### config.mk
export PLATFORM = sky130hd
export DESIGN_NAME = requant_rr_sched
export DESIGN_NICKNAME = d
export VERILOG_FILES = /design/src/rtl/requant_rr_sched_pkg.sv /design/src/rtl/requant_rr_sched_rr_arbiter.sv /design/src/rtl/requant_rr_sched_sat_trunc.sv /design/src/rtl/requant_rr_sched.sv
export SDC_FILE = /design/constraint.sdc
export NUM_CORES = 1
export LEC_CHECK = 0
export ABC_AREA = 1
export BUFFER_PORTS_ARGS = -buffer_cell sky130_fd_sc_hd__buf_4
export CORE_ASPECT_RATIO = 0.9
export CORE_MARGIN = 2
export CORE_UTILIZATION = 54
export CTS_BUF_LIST = sky130_fd_sc_hd__clkbuf_16
export DETAILED_ROUTE_END_ITERATION = 10
export HOLD_SLACK_MARGIN = 0.15
export PLACE_DENSITY = 0.77
export RECOVER_POWER = 50
export SYNTH_ARGS = -nofsm -noshare
export SYNTH_HDL_FRONTEND = slang
export SYNTH_SLANG_ARGS = --single-unit
### constraint.sdc
create_clock -name i_clk -period 4.2 [get_ports i_clk]
set_input_delay 0.42 -clock i_clk [delete_from_list [all_inputs] [get_ports i_clk]]
set_output_delay 0.42 -clock i_clk [all_outputs]
set_load 0.01 [all_outputs]
### src/rtl/requant_rr_sched_pkg.sv
// Shared fixed-point formats and saturation helpers for the requantizer scheduler.
package requant_rr_sched_pkg;

    // FX_WIDE (17,10) input format and FX_NARROW (9,7) output format
    localparam int FX_WIDE_NB    = 17;
    localparam int FX_WIDE_NBF   = 10;
    localparam int FX_NARROW_NB  = 9;
    localparam int FX_NARROW_NBF = 7;

    localparam int K       = FX_WIDE_NBF - FX_NARROW_NBF;
    localparam int MAX_RAW = (2 ** (FX_NARROW_NB - 1)) - 1;
    localparam int MIN_RAW = -(2 ** (FX_NARROW_NB - 1));

    localparam int DEF_N_CH  = 4;
    localparam int DEF_CNT_W = 16;

    // Saturation event for one FX_WIDE word: the shifted value is out of
    // range, or sits at the top code and rounding would push it over.
    function automatic logic sat_hit(input logic [FX_WIDE_NB-1:0] x);
        logic signed [FX_WIDE_NB-K-1:0] y;
        logic                           inc;
        y   = x[FX_WIDE_NB-1:K];
        inc = x[K-1] & ((|x[K-2:0]) | y[0]);
        return (int'(y) > MAX_RAW) || (int'(y) < MIN_RAW) ||
               ((int'(y) == MAX_RAW) && inc);
    endfunction

endpackage

### src/rtl/requant_rr_sched_rr_arbiter.sv
// Round-robin arbiter: grants the first requester at or after the pointer,
// and moves the pointer just past the winner whenever a grant issues.
module rr_arbiter
    import requant_rr_sched_pkg::*;
#(
    parameter int N_CH = DEF_N_CH,
    localparam int CH_W = (N_CH > 1) ? $clog2(N_CH) : 1
) (
    input  logic            clk,
    input  logic            rst,
    input  logic            en,
    input  logic [N_CH-1:0] req,
    output logic [N_CH-1:0] grant,
    output logic [CH_W-1:0] grant_idx
);

    localparam int unsigned NU = N_CH;

    logic [CH_W-1:0] ptr;
    logic [CH_W-1:0] cand;
    logic            found;

    // Cyclic priority search starting at the pointer
    always_comb begin
        grant     = '0;
        grant_idx = '0;
        found     = 1'b0;
        cand      = '0;
        for (int unsigned i = 0; i < NU; i++) begin
            cand = CH_W'((32'(ptr) + i) % NU);
            if (!found && req[cand]) begin
                found     = 1'b1;
                grant_idx = cand;
            end
        end
        if (en && found) begin
            grant[grant_idx] = 1'b1;
        end
    end

    // Pointer advances only when a grant actually issues
    always_ff @(posedge clk or posedge rst) begin
        if (rst) begin
            ptr <= '0;
        end else if (|grant) begin
            ptr <= (grant_idx == CH_W'(N_CH - 1)) ? '0 : grant_idx + 1'b1;
        end
    end

endmodule

### src/rtl/requant_rr_sched_sat_trunc.sv
// Signed requantizer: drop fractional bits with round-half-even, then
// saturate to the narrow word. Also flags a saturation event.
module sat_trunc
    import requant_rr_sched_pkg::*;
#(
    parameter int NB_XI  = FX_WIDE_NB,
    parameter int NBF_XI = FX_WIDE_NBF,
    parameter int NB_XO  = FX_NARROW_NB,
    parameter int NBF_XO = FX_NARROW_NBF,
    parameter bit ROUND  = 1'b1
) (
    input  logic [NB_XI-1:0] x,
    output logic [NB_XO-1:0] y,
    output logic             sat
);

    localparam int SHIFT = NBF_XI - NBF_XO;
    // one spare bit so the rounding increment can never overflow
    localparam int NB_R  = NB_XI - SHIFT + 1;

    localparam logic signed [NB_R-1:0] HI = NB_R'((1 << (NB_XO - 1)) - 1);
    localparam logic signed [NB_R-1:0] LO = NB_R'(-(1 << (NB_XO - 1)));
    localparam logic [NB_XO-1:0] Y_HI = {1'b0, {(NB_XO-1){1'b1}}};
    localparam logic [NB_XO-1:0] Y_LO = {1'b1, {(NB_XO-1){1'b0}}};

    logic signed [NB_R-1:0] base;
    logic signed [NB_R-1:0] rnd;
    logic                   inc;

    if (SHIFT == 0) begin : g_noshift
        assign base = {x[NB_XI-1], x};
        assign inc  = 1'b0;
    end else begin : g_shift
        assign base = {x[NB_XI-1], x[NB_XI-1:SHIFT]};
        if (!ROUND) begin : g_trunc
            assign inc = 1'b0;
        end else if (SHIFT == 1) begin : g_rne1
            assign inc = x[0] & x[1];
        end else begin : g_rne
            // round up above half, or exactly half when the kept LSB is odd
            assign inc = x[SHIFT-1] & ((|x[SHIFT-2:0]) | x[SHIFT]);
        end
    end

    assign rnd = base + $signed({{(NB_R-1){1'b0}}, inc});

    // Clamp the rounded value and flag out-of-range inputs
    always_comb begin
        sat = (base > HI) | (base < LO) | ((base == HI) & inc);
        if (rnd > HI) begin
            y = Y_HI;
        end else if (rnd < LO) begin
            y = Y_LO;
        end else begin
            y = rnd[NB_XO-1:0];
        end
    end

endmodule

### src/rtl/requant_rr_sched.sv
// Shares one requantizer between N_CH requesters with round-robin grants,
// a single output register and per-channel saturation counters.
module requant_rr_sched
    import requant_rr_sched_pkg::*;
#(
    parameter int N_CH   = DEF_N_CH,
    parameter int NB_XI  = FX_WIDE_NB,
    parameter int NBF_XI = FX_WIDE_NBF,
    parameter int NB_XO  = FX_NARROW_NB,
    parameter int NBF_XO = FX_NARROW_NBF,
    parameter int CNT_W  = DEF_CNT_W,
    localparam int CH_W  = (N_CH > 1) ? $clog2(N_CH) : 1
) (
    input  logic                  i_clk,
    input  logic                  i_rst,
    input  logic                  i_en,
    input  logic [N_CH-1:0]       i_valid,
    input  logic [N_CH*NB_XI-1:0] i_data,
    output logic [N_CH-1:0]       o_ready,
    output logic                  o_valid,
    output logic [NB_XO-1:0]      o_data,
    output logic [CH_W-1:0]       o_ch,
    input  logic                  i_ready,
    input  logic                  i_clr_cnt,
    output logic [N_CH*CNT_W-1:0] o_sat_cnt
);

    logic                             slot_free;
    logic                             transfer;
    logic [CH_W-1:0]                  sel;
    logic [NB_XI-1:0]                 word;
    logic [NB_XO-1:0]                 q;
    logic                             hit;
    logic [N_CH-1:0][CNT_W-1:0]       cnt;

    // reset also gates grants so nothing is offered while held in reset
    assign slot_free = !o_valid | i_ready;
    assign transfer  = |o_ready;
    assign word      = i_data[sel*NB_XI +: NB_XI];
    assign o_sat_cnt = cnt;

    rr_arbiter #(
        .N_CH (N_CH)
    ) u_arb (
        .clk       (i_clk),
        .rst       (i_rst),
        .en        (i_en & slot_free & !i_rst),
        .req       (i_valid),
        .grant     (o_ready),
        .grant_idx (sel)
    );

    sat_trunc #(
        .NB_XI  (NB_XI),
        .NBF_XI (NBF_XI),
        .NB_XO  (NB_XO),
        .NBF_XO (NBF_XO),
        .ROUND  (1'b1)
    ) u_sat (
        .x   (word),
        .y   (q),
        .sat (hit)
    );

    // Output slot: load on accept, drop valid on consume, hold otherwise
    always_ff @(posedge i_clk or posedge i_rst) begin
        if (i_rst) begin
            o_valid <= 1'b0;
            o_data  <= '0;
            o_ch    <= '0;
        end else if (transfer) begin
            o_valid <= 1'b1;
            o_data  <= q;
            o_ch    <= sel;
        end else if (i_ready) begin
            o_valid <= 1'b0;
        end
    end

    // Saturation-event counters: sticky at all-ones, clear has priority
    always_ff @(posedge i_clk or posedge i_rst) begin
        if (i_rst) begin
            cnt <= '0;
        end else if (i_clr_cnt) begin
            cnt <= '0;
        end else begin
            for (int unsigned c = 0; c < N_CH; c++) begin
                if (transfer && (sel == CH_W'(c)) && hit && (cnt[c] != '1)) begin
                    cnt[c] <= cnt[c] + 1'b1;
                end
            end
        end
    end

endmodule

=== Word level (Yosys, flattened, before mapping) ===
Cells that the tools add are included.

* Logic and storage cells: 104
* Input bits: 77
* Register bits: 78
* Output and inout bits: 80

* $mul: 1
* Bitwise logic cells: 8
* Eq/ne operators: 8
* Magnitude comparators: 10
* Multiplexer cells: 29
* Shift-type cells: 1
* Add/subtract/negate cells: 9
* Reductions and logical operators: 30

{| class="wikitable"
|+ Operators by type and width
! operator !! number
|-
| 68-bit by 8-bit variable part select with 17-bit output || 1
|-
| 16-bit by 1-bit adder with 16-bit output (second input constant) || 4
|-
| 16-bit two-way mux || 4
|-
| 64-bit two-way mux || 1
|-
| 16-bit inequality test (second input constant) || 4
|-
| 9-bit two-way mux || 2
|-
| 1-bit logical AND || 17
|-
| 14-bit by 2-bit adder with 15-bit output || 1
|-
| 15-bit by 9-bit > comparator with 1-bit output (second input constant) || 1
|-
| 15-bit by 9-bit < comparator with 1-bit output (second input constant) || 1
|-
| 2-bit by 3-bit < comparator with 1-bit output (second input constant) || 5
|-
| 14-bit by 9-bit equality test with 1-bit output (second input constant) || 1
|-
| 14-bit by 9-bit > comparator with 1-bit output (second input constant) || 1
|-
| 14-bit by 9-bit < comparator with 1-bit output (second input constant) || 1
|-
| 1-bit two-way mux || 11
|-
| 2-bit two-way mux || 5
|-
| 2-bit nonzero test || 5
|-
| 1-bit binary-select mux with 2-bit select || 4
|-
| 2-bit by 5-bit multiplier with 7-bit output (second input constant) || 1
|-
| 1-bit zero test || 5
|-
| 2-bit by 1-bit adder with 2-bit output (second input constant) || 2
|-
| 2-bit adder (second input constant) || 2
|-
| 1-bit AND || 4
|-
| 2-bit equality test (second input constant) || 2
|-
| 8 further kinds || 11
|}

=== Logic depth before layout (Yosys ltp) ===
* Depth in word-level cells: 23
* Mapped depth: 30
* Mapped depth without buffers: 27

=== Modules after synthesis ===
A second synthesis with hierarchy kept.

* Cell total of the unflattened synthesis: 958
* Area, all modules: 6123.4 µm²

{| class="wikitable"
|+ By module, submodules not included
! module !! times used !! seq. area each (µm²) !! area an instance (µm²) !! cells each
|-
| requant_rr_sched || 1 || 1901.8 || 5051.1 || 761
|-
| sat_trunc || 1 || 0.0 || 579.3 || 109
|-
| rr_arbiter || 1 || 50.0 || 493.0 || 88
|}

=== Least setup slack after synthesis ===
OpenSTA, ideal clock, no wires.

* Path kind: input to register
* Start: in i_rst
* End: reg cnt (netlist bit o_sat_cnt[42])
* Path buffers: 1
* Stages on the path: 13
* Data required time: 4.084 ns
* Path slack: 0.311 ns
* Library setup time: 0.116 ns
* Data arrival time: 3.774 ns
* Cells stage by stage: inv_1 > nand4_2 > nor2_1 > nor2_1 > nand2_1 > clkinv_1 > a211oi_1 > nand2_2 > inv_2 > buf_6 > nand3_1 > nor2_1 > nor2_1

* Cells in the longest elaborated chain, start to end: 9

{| class="wikitable"
|+ Ends and longest elaborated chain
! item !! line !! RTL
|-
| start, declared || requant_rr_sched.sv:15 || <nowiki>input logic i_rst,</nowiki>
|-
| 1-bit zero test (no source line) || - ||
|-
| 1-bit AND || requant_rr_sched.sv:47 || <nowiki>.en (i_en & slot_free & !i_rst),</nowiki>
|-
| 1-bit logical AND || requant_rr_sched_rr_arbiter.sv:36 || <nowiki>if (en && found) begin</nowiki>
|-
| 4-bit two-way mux || requant_rr_sched_rr_arbiter.sv:36 ||
|-
| via o_ready[1] || requant_rr_sched.sv:19 || <nowiki>output logic [N_CH-1:0] o_ready,</nowiki>
|-
| 4-bit OR reduction || requant_rr_sched.sv:38 || <nowiki>assign transfer = |o_ready;</nowiki>
|-
| 1-bit logical AND (3 in a row) || requant_rr_sched.sv:88 || <nowiki>if (transfer && (sel == CH_W'(c)) && hit && (cnt[c] != '1)) begin</nowiki>
|-
| 2-bit nonzero test (no source line) || - ||
|-
| end signal, assigned by index || requant_rr_sched.sv:89 || <nowiki>cnt[c] <= cnt[c] + 1'b1;</nowiki>
|-
| end, declared || requant_rr_sched.sv:34 || <nowiki>logic [N_CH-1:0][CNT_W-1:0] cnt;</nowiki>
|}

The timed path passes the listed nets, and every way through them passes these cells.
A chain may end at the register's enable or synchronous reset.

=== Worst setup path after layout ===
* Start: reg u_arb.ptr[0]
* End: reg cnt (netlist bit o_sat_cnt[23])

* Cells in the longest elaborated chain, start to end: 22
* Elaborated cells between the ends (all ways): 49
* Those cells by class: 3 x add/sub; 1 x mul; 4 x order compare; 2 x eq/ne; 1 x shift; 19 x mux; 5 x bitwise; 14 x reduce/logical

{| class="wikitable"
|+ Ends and longest elaborated chain
! item !! line !! RTL
|-
| start, declared || requant_rr_sched_rr_arbiter.sv:19 || <nowiki>logic [CH_W-1:0] ptr;</nowiki>
|-
| start signal, assigned || requant_rr_sched_rr_arbiter.sv:46 || <nowiki>ptr <= (grant_idx == CH_W'(N_CH - 1)) ? '0 : grant_idx + 1'b1;</nowiki>
|-
| parallel branches: the longest is 19 deep, another holds 2-bit by 5-bit multiplier with 7-bit output || - ||
|-
| 1-bit logical AND (*) (2 in a row) || requant_rr_sched.sv:88 ||
|-
| 2-bit nonzero test (no source line) (*) || - ||
|}

Mark *: on every way between the ends. The select of a mux whose other input is x is not followed.

==> impl_results.md <==
* Status: complete, but fails checks
* Failing checks: capacitance limit, slew limit
* Iteration-0 DRC Markers at 517
* Vias in the first global route at 5766
* Syn_area_per_cell at 6.53 sq um
* Async set or reset register ratio after synthesis at 1.00
* Multi-input logic area at 3330 sq um
* Tmin final at 3.81 ns
* Area of the die at 12200 sq um
* Setup bufs post-CTS at 0
* Critical Path Max Stage Delay at 0.50 ns
* Largest net degree at the start of global routing at 79
* # fillers at 1019
* Wire per inst at 14.0 microns
* Clk Latency, worst-skew pair at 0.34 ns
* Port Buffers at 156
* DRT Wirelength at 17300 microns
* RSZ-0062 raised after global routing: false
* Worst rel slew slack at -0.287
* Number of core rows at 36
* Area growth from synthesis to layout at 21.7%
* Fin cells at 1233
* Vias at 6577
* Final ANT Viol Nets at 0
* FF+latch area at 1950 sq um
* Final setup vio count at 0
* Vias per inst at 5.33
* All-Layer GR Usage at 0.289
* Crit path capture type: register
* Seq/Total Area, Yosys at 0.320
* CP max FO at 18
* Worst Path Required at 4.45 ns
* Worst EP arrival at 4.06 ns
* Top post-synthesis cells by area: dfrtp_1 32%, nand2_1 15%, inv_1 8.7%, nand3_1 7.9%, nor2_1 5.0%
* Max Slew Vio Count at 79
* Ys Warns at 0
* First-pass GRT wire length at 28600 microns
* Inserted Clock Buffers at 9
* Commonest cells post-synth: 247 x nand2_1, 142 x inv_1, 96 x nand3_1
* Period Utilization, post-route at 0.907
* Hold Path Class: in2reg
* Peak VDD IR at 0.000522 V
* Core region area at 10900 sq um
* H-Tree Depth at 3
* Crit path max-delay cell type: dfrtp_2
* Share of cells above drive strength 1 at 0.160
* Remaining DRCs at 0
* Initial antenna violation count at 0
* Clk root buf: clkbuf_16
* Die Span Y at 105 microns
* Cell with the most instances after synthesis: nand2_1
* Starting Density at 0.560
* # IOs at 157
* Number of synthesized flops with an enable pin at 0
* Clock Pin Slew Worst Setup and Hold Paths at 0.06 ns
* TritonCTS Sinks at 78
* Mapped Area at 6100 sq um
* Critical path startpoint category: register
* Leakage at 3.61 nW
* Post-DP Area at 7280 sq um
* Worst Max-Slew Pin Slew at 1.93 ns
* Final estimated routing congestion in global placement at 0.916
* Setup TNS at 0 ns
* Power density over the cells at 691 nW/um^2
* Synth Register Bits at 78
* Critical Path Most Common Cell: nand2_1
* Final count of hold timing violations at 0
* Worst Skew at 0.00665 ns
* Max cap viols at 1
* Gate Count Post-Synth at 935
* CP Cell Sequence: inv_6 -> nand2_1 -> nand3_1 -> nand2_2 -> nor2_4 -> nand3_1 -> nand3_1 -> nand2_1 -> clkinv_2 -> ha_1 -> inv_1 -> nor2_1 -> nor2_1 -> nand2_1 -> clkinvlp_4 -> a311oi_1 -> nand2_1 -> inv_1 -> nand4_1 -> o21ai_0
* Post-synth net total at 1021
* Final nets at 1162
* Post-route cell area at 7430 sq um
* DP Cell Count at 1217
* TritonCTS clock tree: built
* Prevailing post-synth register cell: dfrtp_1
* DP HPWL at 12900 microns
* DIE WIDTH at 116 microns
* Total power at 5.13 mW
* Synth cell types at 36
* DR pass1 iterations at 5
* Final core occ at 0.681
* F_max at 263 MHz
* Area leader, netlist: dfrtp_1
* WS Path Type: reg2reg
* GR Overflow Total at 0
* Top cell type's share of synthesized area at 0.320
* ANT cells at 0
* CTS max path bufs at 2
-- cell families after synthesis --
logic type	Yosys count	share of synthesized area
DFF	78	0.320
buffers and inverters	186	0.134
and+or+nand+nor	542	0.399
xor gates and xnor gates	35	0.0502
AOI/OAI and AO/OA	85	0.0785
adders and majority gates	9	0.0185
-- registers in the layout (all words and copies together), names as in the netlist --
name,count
o_sat_cnt,64
u_arb.ptr,2
o_ch,2
o_data,9
o_valid,1
-- placed cells by master, fill, tap and decap left out, types with 7 or more instances in the layout --
master     count
buf_4        121
clkbuf_16      9
nor2_1        82
ha_1           9
xor2_1        34
a21oi_1        8
nand3_1       96
clkbuf_1      40
o31ai_1        7
o21ai_1       14
o21ai_0       48
nor4_1        13
inv_1        142
inv_2          7
nand2_1      246
nand4_1       47
nand2_2       13
dfrtp_1       77
nor3_1        36
-- layer usage --
layer	global-route usage	vias up	part of all wire	wire, microns
li1	-	3307	-	-
met1	0.453	2974	0.47	8090
met2	0.423	269	0.45	7730
met4	0.0536	0	0.016	270
met5	0	-	0	0
met3	0.0412	27	0.069	1180
-- path summary, 6_finish.rpt --
| kind | from | end | slack [ns] | depth (start not counted) |
|---|---|---|---|---|
| setup / recovery | u_arb.ptr[0]$_DFFE_PP0N_ | o_sat_cnt[23]$_DFFE_PP0P_ | 0.39 | 20 |
| hold / removal | i_ready | o_valid$_DFFE_PP0P_ | 0.37 | 4 |
| setup reg to reg | u_arb.ptr[0]$_DFFE_PP0N_ | o_sat_cnt[23]$_DFFE_PP0P_ | 0.39 | 20 |
| hold reg to reg | o_data[7]$_DFFE_PP0N_ | o_data[7]$_DFFE_PP0N_ | 0.48 | 2 |
| max in group asynchronous | i_rst | u_arb.ptr[0]$_DFFE_PP0N_ | 2.10 | 3 |
| min in group asynchronous | i_rst | o_valid$_DFFE_PP0P_ | 0.86 | 3 |
-- what timing repair did --
item,CTS,global route
hold buffers,0,0
setup endpoints to repair,0,64
gates resized for setup,0,3
-- critical path: cells and delay by family (launching register included) --
kind,cells,cell delay [ns]
AOI/OAI and AO/OA,2,0.43
and+or+nand+nor,12,1.49
adders and majority gates,1,0.20
buffers and inverters,5,1.10
DFF,1,0.50
-- final cells by class --
class,count,area share
clock buffers,9,0.0303
clock inverters,7,0.00893
inverters,153,0.0790
multi-input cells,671,0.449
flip-flops and latches,78,0.263
well taps,152,0.0256
repair buffers,163,0.144
-- stage by stage --
step	setup slack [ns]	hold WS, ns
finish	0.392	0.370
global route	0.0166	0.386
CTS	0.181	0.370
detailed placement	0.211	0.469
global placement	0.348	0.467
floorplan	0.311	0.515
-- report_power, final --
group          internal, mW  switching, mW  leakage (nW)
registers             0.849         0.0802          1.06
logic                  1.02           2.42          2.41
clock network         0.456          0.308         0.140
Power figures use the tool's default switching activity.
